`config.mk`:
```
export PLATFORM = sky130hd
export DESIGN_NAME = prog_seq_ctrl_flat
export DESIGN_NICKNAME = d
export VERILOG_FILES = /design/src/rtl/seq_pkg.sv /design/src/rtl/prog_seq_ctrl_if.sv /design/src/rtl/next_pc_sel.sv /design/src/rtl/prog_seq_ctrl.sv /design/src/flat_wrapper.sv
export SDC_FILE = /design/constraint.sdc
export NUM_CORES = 1
export LEC_CHECK = 0
export ABC_AREA = 1
export CAP_MARGIN = 20
export CORE_ASPECT_RATIO = 1.1
export CORE_MARGIN = 4
export CORE_UTILIZATION = 50
export DETAILED_ROUTE_END_ITERATION = 10
export DONT_BUFFER_PORTS = 1
export HOLD_SLACK_MARGIN = 0.08
export PLACE_DENSITY = 0.7
export SLEW_MARGIN = 40
export SYNTH_ARGS = -nofsm -noshare
export SYNTH_HDL_FRONTEND = slang
export SYNTH_SLANG_ARGS = --single-unit
```
`constraint.sdc`:
```
create_clock -name Clk -period 1.9 [get_ports Clk]
set_input_delay 0.285 -clock Clk [delete_from_list [all_inputs] [get_ports Clk]]
set_output_delay 0.285 -clock Clk [all_outputs]
set_load 0.1 [all_outputs]
```
`src/rtl/seq_pkg.sv`:
```
// Shared definitions for the program sequencer and the ALU decode logic.
//   seq_state_t : sequencer FSM state encoding
//   OP_BLT/OP_BEQ : conditional-branch ALU opcodes whose Brc_J result
//                   decides whether a branch is taken
package seq_pkg;

    typedef enum logic [1:0] {
        S_IDLE  = 2'b00,
        S_FETCH = 2'b01,
        S_EXEC  = 2'b10,
        S_HALT  = 2'b11
    } seq_state_t;

    localparam logic [3:0] OP_BLT = 4'b0110;
    localparam logic [3:0] OP_BEQ = 4'b0111;

    // True for the opcodes whose branch condition comes from Brc_J.
    function automatic logic is_cond_branch(input logic [3:0] aluop);
        return (aluop == OP_BLT) || (aluop == OP_BEQ);
    endfunction

endpackage

```
`src/rtl/prog_seq_ctrl_if.sv`:
```
// Instruction-memory fetch handshake.
//   Imem_req : sequencer -> memory, request held until Imem_rdy
//   Imem_rdy : memory -> sequencer, Imem_dat valid this cycle
//   Imem_dat : memory -> sequencer, fetched instruction word
// master = sequencer side, slave = instruction memory side.
interface prog_seq_ctrl_if #(
    parameter int INSTR_W = 9
);
    logic               Imem_req;
    logic               Imem_rdy;
    logic [INSTR_W-1:0] Imem_dat;

    modport master (output Imem_req, input Imem_rdy, input Imem_dat);
    modport slave  (input Imem_req, output Imem_rdy, output Imem_dat);
endinterface

```
`src/rtl/next_pc_sel.sv`:
```
// Next program-counter selection for the EXEC cycle.
//   pc      : current program counter
//   target  : absolute jump/branch target
//   jen     : unconditional jump enable from the ALU
//   brc_j   : branch condition result, 0 means condition true
//   aluop   : decoded opcode, selects whether brc_j is consulted
//   next_pc : target when taken, otherwise pc+1 (wraps modulo 2**PC_W)
module next_pc_sel
    import seq_pkg::*;
#(
    parameter int PC_W = 10
) (
    input  logic [PC_W-1:0] pc,
    input  logic [PC_W-1:0] target,
    input  logic            jen,
    input  logic            brc_j,
    input  logic [3:0]      aluop,
    output logic [PC_W-1:0] next_pc
);

    logic taken;

    always_comb begin
        // Brc_J is active-low: a conditional branch is taken when it is 0.
        taken   = jen | (is_cond_branch(aluop) & ~brc_j);
        // Width-matched add drops the carry, so all-ones rolls over to 0.
        next_pc = taken ? target : (pc + PC_W'(1));
    end

endmodule

```
`src/rtl/prog_seq_ctrl.sv`:
```
// Fetch/execute sequencer that owns the program counter.
//   Clk, Reset_n : clock, asynchronous active-low reset
//   Start        : level input; a rising edge in IDLE/HALT launches at START_PC
//   imem         : instruction-memory fetch handshake (master side)
//   Aluop, Halt_op, Wr_en_dec : decode of the latched instruction
//   Jen, Brc_J, Target        : ALU jump/branch results and jump target
//   Pc, Instr    : current program counter and latched instruction
//   Reg_wen      : register-file write strobe, only in EXEC
//   Busy, Done   : high in FETCH/EXEC, high in HALT
module prog_seq_ctrl
    import seq_pkg::*;
#(
    parameter int              PC_W     = 10,
    parameter int              INSTR_W  = 9,
    parameter logic [PC_W-1:0] START_PC = '0
) (
    input  logic               Clk,
    input  logic               Reset_n,
    input  logic               Start,
    prog_seq_ctrl_if.master    imem,
    input  logic [3:0]         Aluop,
    input  logic               Halt_op,
    input  logic               Wr_en_dec,
    input  logic               Jen,
    input  logic               Brc_J,
    input  logic [PC_W-1:0]    Target,
    output logic [PC_W-1:0]    Pc,
    output logic [INSTR_W-1:0] Instr,
    output logic               Reg_wen,
    output logic               Busy,
    output logic               Done
);

    seq_state_t         state_q, state_d;
    logic [PC_W-1:0]    pc_q, pc_d;
    logic [INSTR_W-1:0] instr_q, instr_d;
    logic               start_q, start_d;
    logic               start_edge;
    logic [PC_W-1:0]    exec_next_pc;

    next_pc_sel #(
        .PC_W (PC_W)
    ) u_next_pc_sel (
        .pc      (pc_q),
        .target  (Target),
        .jen     (Jen),
        .brc_j   (Brc_J),
        .aluop   (Aluop),
        .next_pc (exec_next_pc)
    );

    always_comb begin
        // NOTE: every variable gets its hold value first so no path through
        // the case statement leaves one unassigned and infers a latch.
        state_d    = state_q;
        pc_d       = pc_q;
        instr_d    = instr_q;
        start_d    = Start;
        start_edge = Start & ~start_q;

        case (state_q)
            S_IDLE, S_HALT: begin
                // Start held high across HALT gives no edge, so no relaunch.
                if (start_edge) begin
                    pc_d    = START_PC;
                    state_d = S_FETCH;
                end
            end
            S_FETCH: begin
                if (imem.Imem_rdy) begin
                    instr_d = imem.Imem_dat;
                    state_d = S_EXEC;
                end
            end
            S_EXEC: begin
                if (Halt_op) begin
                    state_d = S_HALT;
                end else begin
                    pc_d    = exec_next_pc;
                    state_d = S_FETCH;
                end
            end
            default: state_d = S_IDLE;
        endcase
    end

    // NOTE: state registers use non-blocking assignment so every flop
    // samples the pre-edge value of the others, independent of block order.
    always_ff @(posedge Clk or negedge Reset_n) begin
        if (!Reset_n) begin
            state_q <= S_IDLE;
            pc_q    <= START_PC;
            instr_q <= '0;
            start_q <= 1'b0;
        end else begin
            state_q <= state_d;
            pc_q    <= pc_d;
            instr_q <= instr_d;
            start_q <= start_d;
        end
    end

    // Strobes decode straight from the state flop, so an asynchronous reset
    // drops Imem_req and Reg_wen in the same cycle it is asserted.
    assign imem.Imem_req = (state_q == S_FETCH);
    assign Reg_wen       = (state_q == S_EXEC) && !Halt_op && Wr_en_dec;
    assign Busy          = (state_q == S_FETCH) || (state_q == S_EXEC);
    assign Done          = (state_q == S_HALT);
    assign Pc            = pc_q;
    assign Instr         = instr_q;

endmodule
```
`src/flat_wrapper.sv`:
```
// flat-port wrapper written by rule: the top's interface ports become plain ports
module prog_seq_ctrl_flat import seq_pkg::*;
#(
    parameter int              PC_W     = 10,
    parameter int              INSTR_W  = 9,
    parameter logic [PC_W-1:0] START_PC = '0
)
  (Clk, Reset_n, Start, Aluop, Halt_op, Wr_en_dec, Jen, Brc_J, Target, Pc, Instr, Reg_wen, Busy, Done, imem_Imem_req, imem_Imem_rdy, imem_Imem_dat);
  prog_seq_ctrl_if #(.INSTR_W(INSTR_W)) imem_i ();
  input  logic Clk;
  input  logic Reset_n;
  input  logic Start;
  input  logic [3:0] Aluop;
  input  logic Halt_op;
  input  logic Wr_en_dec;
  input  logic Jen;
  input  logic Brc_J;
  input  logic [PC_W-1:0] Target;
  output logic [PC_W-1:0] Pc;
  output logic [INSTR_W-1:0] Instr;
  output logic Reg_wen;
  output logic Busy;
  output logic Done;
  output wire logic [$bits(imem_i.Imem_req)-1:0] imem_Imem_req;
  input wire logic [$bits(imem_i.Imem_rdy)-1:0] imem_Imem_rdy;
  input wire logic [$bits(imem_i.Imem_dat)-1:0] imem_Imem_dat;
  assign imem_Imem_req = imem_i.Imem_req;
  assign imem_i.Imem_rdy = imem_Imem_rdy;
  assign imem_i.Imem_dat = imem_Imem_dat;
  prog_seq_ctrl #(.PC_W(PC_W), .INSTR_W(INSTR_W), .START_PC(START_PC)) u_core (.Clk(Clk), .Reset_n(Reset_n), .Start(Start), .imem(imem_i), .Aluop(Aluop), .Halt_op(Halt_op), .Wr_en_dec(Wr_en_dec), .Jen(Jen), .Brc_J(Brc_J), .Target(Target), .Pc(Pc), .Instr(Instr), .Reg_wen(Reg_wen), .Busy(Busy), .Done(Done));
endmodule
```
==> key figures, run 1 <==
Outcome
  – Run status: finished, final reports clean

Global route
  – Number of antenna violations at the first check in global routing: 0
  – GR Layer Usage met3: under 10%
  – Largest net degree at the start of global routing: 23
  – Number of global-route vias before repair: roughly 1,200
  – Gr usage total: around 18%
  – GRT overflow: 0
  – Layer with the highest usage: met2
  – Wire length of the first global-routing pass: roughly 4700 µm
  – GR met1 Demand/Resource: around 19%
  – Met2 track demand over resource in global routing: about a third

Floorplanning
  – Placeable Area: approximately 2300 µm²
  – I/O pin count: between 50 and 60
  – Die Wd: 56.2 µm
  – Die area: approximately 3400 µm²
  – Initial Utilization: around 55%
  – Height of the chip: ~60 µm
  – FP Rows: 18

Setup path
  – Type of origin of the critical path: flip-flop
  – Worst setup path start: u_core.state_q[0]
  – Crit path kind: reg2out
  – Cell breakdown of the critical path: inv_1, ha_1, nand2_1, nor2_2, buf_4
  – Category of the worst setup path capture point: output port
  – Critical R2R Capture: u_core.Pc[4]
  – Worst setup slack for register-to-register paths: between 0.2 and 0.3 ns
  – Cell type of the slowest stage on the worst timing path: dfrtp_1
  – Data arrival at the endpoint of the critical path: 1.49 ns
  – Depth of the worst register-to-register path: 8
  – Slowest cell delay on critical path: roughly 0.44 ns
  – Maximum fanout count along the critical path: 5
  – Beginning of the worst register-to-register path: u_core.state_q[0]
  – Required time of the critical path: around 1.6 ns

Layout
  – Final Core Density: between 60% and 70%
  – Area grow syn2layout: 20.4%
  – Filler Cells Inserted: 217
  – Final net count: between 200 and 250
  – Number of diodes added for antenna fixing: 0
  – Ratio of cells with drive above 1 in the final layout: about 24%
  – Layout Cell Area excl Fill: roughly 1500 µm²

STA
  – Transition time at the pin with the least slew margin: 0.584 ns
  – Tightest slew margin relative to the limit: about three fifths
  – Setup violation total in the final timing report: 0
  – Worst Skew: around 0.0037 ns
  – FMAX: around 560 MHz
  – Setup slack of the critical path after layout: 0.127 ns
  – Final TNS setup: 0 ns
  – Setup repair after global routing missed its margin: no
  – Share of the clock period used by the worst path: just over 90%
  – Minimum period implied by the final worst setup slack: about 1.8 ns
  – Max-slew violation count: 0
  – Final hold violation count: 0

Logic synthesis
  – Number of instances in the synthesized netlist: approximately 170
  – Most frequently used flop master after synthesis: dfrtp_1
  – Most numerous cell in the Yosys netlist: nand2_1
  – Number of enable-type register cells in the synthesized netlist: 0
  – Top post-synthesis cells by count: 56 x nand2_1, 23 x inv_1, 22 x dfrtp_1
  – Unique masters post-synth: 22
  – Synth area leader: dfrtp_1
  – Ys async rst share: 100%
  – Post-Synthesis Net Count: around 200
  – Number of register bits inferred by synthesis: 22
  – Biggest area contributors in the synthesized netlist: dfrtp_1 43%, nand2_1 16%, mux2_2 7.9%
  – Synthesized area per cell: 7.70 µm²
  – Total of warnings raised by yosys: 0
  – Sequential share of the synthesized area: a little over two fifths
  – Fraction of post-synthesis cell area in the top cell type by area: between 40% and 50%
  – Post-synthesis instance area: roughly 1300 µm²

Place
  – Post-placement worst setup slack: 0.296 ns
  – Post-detailed-placement cell area: approximately 1500 µm²
  – Estimated wirelength of the detail-placed design: around 2100 µm
  – Routability congestion estimate from global placement: 0.768
  – Number of I/O port buffers: 0

Worst hold path
  – Instance count along the most critical hold path: 1
  – Worst Hold Launch: imem_Imem_dat[2]
  – Kind of path behind the tightest hold check: in2reg
  – End point of the worst hold path: u_core.Instr[2]

CTS
  – Clock tree from TritonCTS: done
  – Num CTS Buffers: 3
  – Root Buffer: clkbuf_4
  – CTS H-Tree Depth: 1
  – Reg clk slew, reported paths: around 0.13 ns
  – Insertion delay to the later sink of the worst-skew pair: roughly 0.30 ns
  – Post-CTS Setup Repair Bufs: 0
  – Clk buf depth: 2
  – Sinks on the clock net: 22

Route
  – Vias after detailed routing: about 1,100
  – 1st-pass router iterations: 4
  – Residual antenna-violating net count after detailed routing: 0
  – Via/cell ratio: a little over 5
  – Routed wire length: approximately 2800 µm
  – Number of DRC violations after detailed-routing iteration 0: 20
  – Number of design rule violations left after detail routing: 0
  – Avg WL per Cell: approximately 12 µm

Flow run
  – Maxcap violations: 0
## cells by family (layout without fill, tap and decap cells)
logic type	after synthesis	in the layout	share of synthesized area (%)
flops	22	22	43.1
fa+ha+maj	4	4	3.92
compound gates	11	11	5.09
buf+inv	25	53	8.23
mux	9	9	7.93
simple gates	93	93	30.4
xor+xnor	2	2	1.37
## cell type report
cell class / count / area, µm² / area share, %
clock buffer: 4 / 36.3 / 2.36
sequential: 22 / 553 / 36.0
inverter: 23 / 86.3 / 5.61
tap: 30 / 37.5 / 2.44
timing repair buffer: 26 / 198 / 12.9
multi-input combinational: 119 / 627 / 40.8
## routing by layer
layer	vias to the layer above	part of all wire (%)
li1	572	-
met5	-	0
met2	37	53
met4	0	0.69
met1	529	38
met3	2	8.5
## worst max-delay path, delay by kind of cell (launching register included)
kind          cells  cell delay, ns
fa+ha+maj         1            0.22
buf+inv           2            0.36
flops             1            0.44
simple gates      2            0.17
## state kept, by name (all words and copies together), names as in the netlist
register	flops
u_core.Pc	10
u_core.start_q	1
u_core.state_q	2
u_core.Instr	9
## cells in the final DEF (no fill, tap or decap), types with 2 or more instances in the layout
master         netlist  final
o21ai_1              3      3
buf_4                0     23
dfrtp_2              0      2
dlygate4sd3_1        0      2
clkbuf_4             0      3
nand3_1             12     12
dfrtp_1             22     20
inv_1               23     23
ha_1                 4      3
mux2_2               9      9
o21ai_0              4      4
nor2_1              18     17
nor2_2               2      3
nand2_1             56     56
nand4_1              2      2
## timing repair
action,4_1_cts,5_1_grt
endpoints found under the hold margin,23,22
hold buffers,2,1
setup endpoints to repair,0,0
gates resized for setup,0,0
## through the flow
step / hold WS, ns / instances
5_1_grt: 0.0964 / 224
2_1_floorplan: -0.0106 / 166
3_5_place_dp: -0.0101 / 217
6_report: 0.121 / 224
3_3_place_gp: -0.0100 / 217
4_1_cts: 0.112 / 223
## how the worst max path moves through the flow
stage,to,slack [ns],cells past startpoint
final,Reg_wen,0.13,5
after global routing,Reg_wen,0.03,5
after CTS,Reg_wen,0.11,5
after detailed placement,u_core.Pc[4],0.30,8
after global placement,u_core.Pc[4],0.35,8
after floorplan,u_core.Pc[9],0.07,7
Power of run 1 is not shown: default switching activity piles up to over one toggle a cycle in this logic, so the estimate is an artifact.
==> run 2: changes to the inputs <==
- CORE_MARGIN: 4 -> not set
==> run 2 against run 1 <==
Compared with the run above: non-clock buffer count did not move; first-iteration DRC count fell by 65%; critical endpoint unchanged; count of clock-buffer cells in the layout did not move; via count barely moved.
==> key figures, run 2 (synthesized netlist as in run 1, its figures left out) <==
STA
  – Final TNS setup: 0 ns (unchanged)
  – Final hold violation count: 0 (unchanged)
  – Minimum period implied by the final worst setup slack: 1.77 ns (about the same)
  – Max-slew violation count: 0 (unchanged)
  – Worst Skew: 0.00361 ns (was 0.00374 ns)
  – Setup slack of the critical path after layout: 0.129 ns (was 0.127 ns)
  – FMAX: 565 MHz (was 564 MHz)
  – Share of the clock period used by the worst path: 93.2% (was 93.3%)
  – Setup repair after global routing missed its margin: no (unchanged)
  – Transition time at the pin with the least slew margin: 0.575 ns (was 0.584 ns)
  – Setup violation total in the final timing report: 0 (unchanged)
  – Tightest slew margin relative to the limit: 61.7% (was 61.1%)

Route
  – Routed wire length: 2670 µm (was 2770 µm)
  – Residual antenna-violating net count after detailed routing: 0 (unchanged)
  – 1st-pass router iterations: 4 (unchanged)
  – Via/cell ratio: 5.09 (about the same)
  – Number of design rule violations left after detail routing: 0 (unchanged)
  – Avg WL per Cell: 11.9 µm (was 12.4 µm)
  – Number of DRC violations after detailed-routing iteration 0: 7 (was 20)
  – Vias after detailed routing: 1,141 (was 1,140)

Floorplanning
  – Die Wd: 50.2 µm (was 56.2 µm)
  – I/O pin count: 54 (unchanged)
  – Placeable Area: 2320 µm² (was 2340 µm²)
  – FP Rows: 18 (unchanged)
  – Height of the chip: 55.0 µm (was 61.0 µm)
  – Die area: 2760 µm² (was 3430 µm²)
  – Initial Utilization: 55.1% (was 54.5%)

CTS
  – Num CTS Buffers: 3 (unchanged)
  – Post-cts repair resize count: 0 (unchanged)
  – Root Buffer: clkbuf_4 (unchanged)
  – Clk buf depth: 2 (unchanged)
  – CTS Hold Bufs: 2 (unchanged)
  – Reg clk slew, reported paths: 0.12 ns (was 0.13 ns)
  – CTS H-Tree Depth: 1 (unchanged)
  – Sinks on the clock net: 22 (unchanged)
  – Clock tree from TritonCTS: done (unchanged)
  – Insertion delay to the later sink of the worst-skew pair: 0.30 ns (about the same)
  – Post-CTS Setup Repair Bufs: 0 (unchanged)

Setup path
  – Category of the worst setup path capture point: output port (unchanged)
  – Levels on crit path: 5 (unchanged)
  – Cell breakdown of the critical path: inv_1, ha_1, nand2_1, nor2_2, buf_4 (unchanged)
  – Cell type of the slowest stage on the worst timing path: dfrtp_1 (unchanged)
  – Required time of the critical path: 1.62 ns (about the same)
  – Kind of cell adding the most delay to the critical path: flip-flops (unchanged)
  – Depth of the worst register-to-register path: 8 (unchanged)
  – Count of buffering cells on the critical path with inverters included: 2 (unchanged)
  – Type of origin of the critical path: flip-flop (unchanged)
  – Maximum fanout count along the critical path: 5 (unchanged)
  – Slowest cell delay on critical path: 0.44 ns (about the same)
  – Crit path kind: reg2out (unchanged)
  – Data arrival at the endpoint of the critical path: 1.49 ns (about the same)

Place
  – Routability congestion estimate from global placement: 0.772 (was 0.768)
  – # placed instances: 217 (unchanged)
  – Post-placement worst setup slack: 0.285 ns (was 0.296 ns)
  – Number of I/O port buffers: 0 (unchanged)
  – Estimated wirelength of the detail-placed design: 2040 µm (was 2140 µm)

Layout
  – Number of diodes added for antenna fixing: 0 (unchanged)
  – Most common library cell in the layout ignoring fill and taps: nand2_1 (unchanged)
  – Ratio of cells with drive above 1 in the final layout: 24.2% (unchanged)
  – Final Instance Count excl. Fillers: 224 (unchanged)
  – Final net count: 230 (unchanged)
  – Flip-flop count of the largest register, all copies and words added: 10 (unchanged)
  – Area grow syn2layout: 20.4% (unchanged)
  – Commonest non-fill, non-tap cells in the layout: 56 x nand2_1, 23 x inv_1, 23 x buf_4 (unchanged)

Flow run
  – Maxcap violations: 0 (unchanged)

Outcome
  – Run status: finished, final reports clean (unchanged)

Global route
  – Gr usage total: 21.3% (was 17.8%)
  – Number of antenna violations at the first check in global routing: 0 (unchanged)
  – Largest net degree at the start of global routing: 23 (unchanged)
  – GRT overflow: 0 (unchanged)
  – Wire length of the first global-routing pass: 4270 µm (was 4740 µm)
  – Number of global-route vias before repair: 1,058 (was 1,164)

Worst hold path
  – Instance count along the most critical hold path: 1 (unchanged)
  – Kind of path behind the tightest hold check: in2reg (unchanged)
run 2: cell counts in the layout (fill, tap and decap cells not counted):
Identical to the previous run, type by type.
run 2: path summary, 6_finish.rpt:
| check | slack (ns) | startpoint | to |
|---|---|---|---|
| setup / recovery | 0.13 | u_core.state_q[0] | Reg_wen |
| hold / removal | 0.12 | imem_Imem_dat[5] | u_core.Instr[5] |
| setup reg to reg | 0.27 | u_core.state_q[0] | u_core.Pc[2] |
| hold reg to reg | 0.56 | u_core.Pc[0] | u_core.Pc[0] |
| max in group asynchronous | 1.07 | Reset_n | u_core.Pc[1] |
| min in group asynchronous | 0.47 | Reset_n | u_core.Pc[2] |
run 2: layout make-up:
type                       instances  area (µm²)
tap                               30        37.5
timing repair buffer              26         198
fill                             206         782
multi-input combinational        119         627
inverter                          23        86.3
clock buffer                       4        36.3
sequential                        22         553
run 2: metal layers:
metal / global-route usage, % / up-vias / part of all wire, %
met5: 0 / - / 0
met4: 7.14 / 0 / 0.52
met3: 4.37 / 2 / 5.5
met2: 45.1 / 38 / 54
met1: 20.5 / 524 / 40
li1: - / 577 / -
run 2: through the flow:
step	util [%]	cell area [µm²]	hold WS, ns
detailed placement	63.6	1480	-0.0101
global route	66.3	1540	0.104
global placement	63.6	1480	-0.0101
CTS	66.1	1530	0.105
finish	66.3	1540	0.119
floorplan	-	1280	-0.0106
Power of run 2 is left out for the same reason.
